<file path="src/rtl/dmem_responder_pkg.sv">
// Shared types and helpers for the multi-cycle data-memory responder.
package dmem_responder_pkg;

  typedef enum logic [1:0] {
    ST_IDLE = 2'd0,
    ST_WAIT = 2'd1,
    ST_RESP = 2'd2
  } state_t;

  // Byte address bits below the word index.
  localparam int ADDR_LSB = 2;

  // Ceiling log2 with a minimum of one bit, so degenerate sizes still give a legal vector.
  function automatic int clog2_min1(input int n);
    int w;
    w = 1;
    while ((1 << w) < n) w++;
    return w;
  endfunction

endpackage

</file>
<file path="src/rtl/dmem_responder_array.sv">
// Single-port word array: synchronous write, combinational read of the pre-write contents.
module dmem_array
  import dmem_responder_pkg::*;
#(
  parameter int WIDTH = 32,
  parameter int DEPTH = 64
) (
  input  logic                         clk,
  input  logic                         we,
  input  logic [clog2_min1(DEPTH)-1:0] idx,
  input  logic [WIDTH-1:0]             wd,
  output logic [WIDTH-1:0]             rd
);

  logic [WIDTH-1:0] mem [DEPTH];

  // The read port sees the old word during the write edge, giving read-before-write.
  assign rd = mem[idx];

  // Commit a store on the clock edge; the contents have no reset.
  always_ff @(posedge clk) begin
    if (we) mem[idx] <= wd;
  end

endmodule

</file>
<file path="src/rtl/dmem_responder.sv">
// Memory-stage responder: stalls the pipeline for WAIT_CYCLES+1 cycles per access,
// then completes the load/store in a one-cycle RESP state.
module dmem_responder
  import dmem_responder_pkg::*;
#(
  parameter int WIDTH       = 32,
  parameter int DEPTH       = 64,
  parameter int WAIT_CYCLES = 2
) (
  input  logic             clk,
  input  logic             reset,
  input  logic             memReadM,
  input  logic             memWriteM,
  input  logic [WIDTH-1:0] addrM,
  input  logic [WIDTH-1:0] writedataM,
  output logic [WIDTH-1:0] readdataM,
  output logic             stallM,
  output logic             respValid,
  output logic             busy
);

  localparam int IDX_W = clog2_min1(DEPTH);
  localparam int CNT_W = clog2_min1(WAIT_CYCLES + 1);

  state_t           state, state_nxt;
  logic [CNT_W-1:0] cnt;
  logic [IDX_W-1:0] idx_q, addr_idx, acc_idx;
  logic [WIDTH-1:0] wd_q, acc_wd, arr_rd;
  logic             rd_q, wr_q, acc_rd, acc_wr;
  logic             req, commit, arr_we;
  logic             unused_addr;

  assign req      = memReadM | memWriteM;
  assign addr_idx = addrM[ADDR_LSB +: IDX_W];

  // Byte offset and high address bits are dropped: word access, address wraps.
  assign unused_addr = ^{addrM[ADDR_LSB-1:0], addrM[WIDTH-1:ADDR_LSB+IDX_W]};

  // With zero wait states the commit happens on the accepting edge, before the
  // request is latched, so the array is fed directly from the live inputs in IDLE.
  assign acc_idx = (state == ST_IDLE) ? addr_idx   : idx_q;
  assign acc_wd  = (state == ST_IDLE) ? writedataM : wd_q;
  assign acc_rd  = (state == ST_IDLE) ? memReadM   : rd_q;
  assign acc_wr  = (state == ST_IDLE) ? memWriteM  : wr_q;

  assign commit = (state_nxt == ST_RESP) && (state != ST_RESP);
  assign arr_we = commit & acc_wr;

  dmem_array #(
    .WIDTH (WIDTH),
    .DEPTH (DEPTH)
  ) u_array (
    .clk (clk),
    .we  (arr_we),
    .idx (acc_idx),
    .wd  (acc_wd),
    .rd  (arr_rd)
  );

  // State register.
  always_ff @(posedge clk or negedge reset) begin
    if (!reset) state <= ST_IDLE;
    else        state <= state_nxt;
  end

  // Next-state and pipeline handshake outputs.
  always_comb begin
    state_nxt = state;
    stallM    = 1'b0;
    respValid = 1'b0;
    busy      = (state != ST_IDLE);
    unique case (state)
      ST_IDLE: begin
        if (req) begin
          stallM    = 1'b1;
          state_nxt = (WAIT_CYCLES > 0) ? ST_WAIT : ST_RESP;
        end
      end
      ST_WAIT: begin
        stallM = 1'b1;
        if (cnt == '0) state_nxt = ST_RESP;
      end
      ST_RESP: begin
        respValid = 1'b1;
        state_nxt = ST_IDLE;
      end
      default: state_nxt = ST_IDLE;
    endcase
  end

  // Request latch, wait-state down-counter and registered load result.
  always_ff @(posedge clk or negedge reset) begin
    if (!reset) begin
      cnt       <= '0;
      idx_q     <= '0;
      wd_q      <= '0;
      rd_q      <= 1'b0;
      wr_q      <= 1'b0;
      readdataM <= '0;
    end else begin
      if (state == ST_IDLE && req) begin
        idx_q <= addr_idx;
        wd_q  <= writedataM;
        rd_q  <= memReadM;
        wr_q  <= memWriteM;
        cnt   <= (WAIT_CYCLES > 0) ? CNT_W'(WAIT_CYCLES - 1) : '0;
      end else if (state == ST_WAIT && cnt != '0) begin
        cnt <= cnt - CNT_W'(1);
      end
      if (commit && acc_rd) readdataM <= arr_rd;
    end
  end

endmodule

</file>
<file path="config.mk">
export PLATFORM = sky130hd
export DESIGN_NAME = dmem_responder
export DESIGN_NICKNAME = d
export VERILOG_FILES = /design/src/rtl/dmem_responder_pkg.sv /design/src/rtl/dmem_responder_array.sv /design/src/rtl/dmem_responder.sv
export SDC_FILE = /design/constraint.sdc
export NUM_CORES = 2
export LEC_CHECK = 0
export ABC_CLOCK_PERIOD_IN_PS = 6210
export CAP_MARGIN = 25
export CELL_PAD_IN_SITES_DETAIL_PLACEMENT = 0
export CELL_PAD_IN_SITES_GLOBAL_PLACEMENT = 1
export CORE_ASPECT_RATIO = 2
export CORE_MARGIN = 2
export CORE_UTILIZATION = 44
export CTS_CLUSTER_SIZE = 28
export DETAILED_ROUTE_END_ITERATION = 8
export PLACE_DENSITY_LB_ADDON = 0.1
export SYNTH_ARGS = -nofsm -noshare
export SYNTH_HDL_FRONTEND = slang
export SYNTH_SLANG_ARGS = --single-unit
</file>
<file path="constraint.sdc">
create_clock -name clk -period 6.21 [get_ports clk]
set_clock_uncertainty 0.15 [all_clocks]
set_input_delay 0.621 -clock clk [delete_from_list [all_inputs] [get_ports clk]]
set_output_delay 0.621 -clock clk [all_outputs]
set_load 0.03 [all_outputs]
</file>
==> results.md <==
- Initial antenna violation count: 16
- Required @ worst endpoint: 6.55 ns
- Gpl congestion: between 0.8 and 0.9
- Setup TNS: 0 ns
- Mapped Nets: between 4000 and 5000
- Final min period: 4.95 ns
- Port bufs: 76
- Max-Cap Viols: 0
- Synth-to-Final Area Change: 15.2%
- Mapped Cells: a little under 5000
- Register area share after synthesis: 78.2%
- Via Count: 51100
- Clock Latency Late Sink: 0.84 ns
- Nets: roughly 5300
- Hold_ws: around 0.17 ns
- Mapped Area: a little over 80000 um^2
- Synth Area per Inst: between 15 and 20 um^2
- Clock transition at the registers of the reported paths: 0.07 ns
- Vias in the first global route: a little under 50000
- Postcts setup bufs: 0
- Max Fanout on Critical Path: 20
- Slew Limit Fails: 0
- Placed insts: roughly 7300
- Routed len/inst: 42.8 um
- GRT overflow: 0
- TritonCTS clock tree: built
- Synthesis warning total: 0
- Initial DRC Count: ~7000
- Num Clock Sinks: roughly 2100
- Worst relative slew slack: 19.7%
- Share of layout cells above drive strength 1: 15.0%
- Non-Filler Instances: slightly below 8000
- First-pass GRT wire length: about 440 mm
- P_leak: between 30 and 40 nW
- Rows: between 200 and 250
- DP Area: roughly 88000 um^2
- IO Pins: 103
- FFs w/ async S/R, synth: 3.58%
- Wirelength, routed: 329 mm
- DIE HEIGHT: around 610 um
- Core area: between 150000 and 200000 um^2
- 1st-pass router iterations: 6
- GRT Overall Usage: a little over a third
- Post-cts resize count: 0
- Clk root buf: clkbuf_16
- RSZ-0062 raised after global routing: no
- Setup crit end kind: register
- Worst min-delay path class: in -> async
- Die Area: 188000 um^2
- Commonest non-fill, non-tap cell in the layout: edfxtp_1
- Worst-Margin Slew: around 1.2 ns
- Die X: 308 um
- Largest net degree at the start of global routing: between 80 and 90
- CTS Buf Count: 188
- Period utilisation layout: between 70 and 80%
- Fmax: 202 MHz
- Final setup vio count: 0
- Number of flops mapped to enable cells by yosys: a little over 2000
- Initial core utilization: 44.3%
- Crit start category: register
- Status: completed
- Register bit total from synthesis: 2124
- Commonest cells after routing, fill and taps aside: edfxtp_1, nand2_1, o21ai_0, a22oi_1, mux2i_1
- CTS Buffer Depth: 4
- HPWL after DPL: 194 mm
- Power Dens Cells: 520 nW/um^2
- Vias per cell: 6.65
- Final Cell Area: between 90000 and 100000 um^2
- Antenna-violating nets left: 0
- Fin. Hold Viols: 0
- # hold bufs at CTS: 1
- H-tree depth: 4
- Worst vdd ir: 0.487 mV
- Worst Path Arrival: between 5 and 6 ns
- DRC Markers: 0
- Yosys cell types: 70
- Ys flop type: edfxtp_1
- Critical path type: reg -> reg
cell usage after synthesis, types with 4 or more instances:
cell type / count / area [um^2]
nor2_1: 124 / 465
nand3b_1: 5 / 37.5
mux2i_1: 262 / 2620
a31oi_1: 100 / 626
inv_1: 5 / 18.8
o21ai_0: 370 / 1850
a22oi_1: 366 / 2750
nor4_1: 5 / 31.3
nand4_1: 83 / 519
buf_4: 27 / 203
and4_1: 10 / 87.6
nand3_1: 72 / 360
o22ai_2: 5 / 62.6
a22o_1: 63 / 552
and3_1: 4 / 25.0
o31ai_1: 11 / 82.6
edfxtp_1: 2048 / 61500
o31a_1: 12 / 105
o211a_1: 4 / 40.0
nor4b_1: 4 / 35.0
mux2_2: 73 / 822
o21ai_1: 4 / 20.0
nand2b_1: 12 / 75.1
buf_2: 124 / 621
nor3_1: 10 / 50.1
a2111oi_0: 27 / 236
or2_2: 6 / 37.5
buf_1: 31 / 116
a221oi_1: 42 / 368
a21oi_1: 70 / 350
o21a_1: 31 / 233
and2_1: 7 / 43.8
a222oi_1: 33 / 330
o22a_1: 40 / 350
nand2_1: 454 / 1700
nor4bb_1: 4 / 40.0
o2111a_1: 17 / 191
dfrtp_1: 76 / 1900
clkbuf_1: 131 / 492
o22ai_1: 66 / 413
and4b_1: 4 / 40.0
o211ai_1: 32 / 240
worst paths after layout:
path	start	end	slack, ns	depth (start not counted)
worst max-delay path	state[0]$_DFF_PN0_	u_array.mem[52][0]$_DFFE_PP_	1.26	6
worst min-delay path	reset	wd_q[16]$_DFFE_PN0P_	0.17	2
worst max register to register	state[0]$_DFF_PN0_	u_array.mem[52][0]$_DFFE_PP_	1.26	6
worst min register to register	wr_q$_DFFE_PN0P_	wr_q$_DFFE_PN0P_	0.35	2
max in group asynchronous	reset	readdataM[19]$_DFFE_PN0P_	4.47	4
min in group clk	writedataM[15]	wd_q[15]$_DFFE_PN0P_	0.27	2
area by class of cell:
class	instances	area, um^2
antenna	9	22.5
clock buffer	257	5190
clock inverter	73	623
fill	15100	89600
inverter	5	18.8
multi-input combinational	2474	17100
sequential	2124	63400
tap	2352	2940
timing repair buffer	392	4180
critical path: stages (launching register included):
cell	delay, ns
dfrtp_1	0.88
and3b_1	0.35
nand2_1	0.22
nor2_1	0.84
nand2_1	0.80
nor2_4	0.91
buf_12	0.37
report_power, final:
group	total (mW)	internal [mW]	switching, mW
clock	11.5	6.29	5.21
combinational	17.6	4.56	13.1
sequential	19.4	19.2	0.283
total	48.6	30.0	18.6
registers in the layout, summed over array words and instances, names as in the netlist:
register     cells
cnt              2
idx_q            6
rd_q             1
readdataM       32
state            2
u_array.mem   2048
wd_q            32
wr_q             1
cells by family (layout without fill, tap and decap cells):
family / Yosys count / in the layout / synth area share, %
muxes: 335 / 335 / 4.25
adders and majority gates: 1 / 1 / 0.0154
xor gates and xnor gates: 1 / 1 / 0.0108
buffers and inverters: 323 / 727 / 1.84
and+or+nand+nor: 825 / 825 / 4.59
DFF: 2124 / 2124 / 78.2
AOI/OAI and AO/OA: 1312 / 1312 / 11.1
other: 0 / 9 / 0
per-layer routing:
metal	track usage [%]	up-vias	routed length (um)
met5	0	-	80
met4	22.9	12	25900
met3	5.85	887	26600
met2	59.5	2986	164000
met1	40.2	26900	113000
li1	-	20300	-
stage by stage:
stage	power [mW]	worst slack, ns	utilization, %
finish	48.6	1.26	51.1
global route	49.6	1.34	51.0
CTS	48.4	1.42	51.0
detailed placement	37.1	1.24	47.9
global placement	36.9	0.913	47.8
floorplan	28.0	2.19	-
No activity file was read; power rests on OpenSTA's default activity.
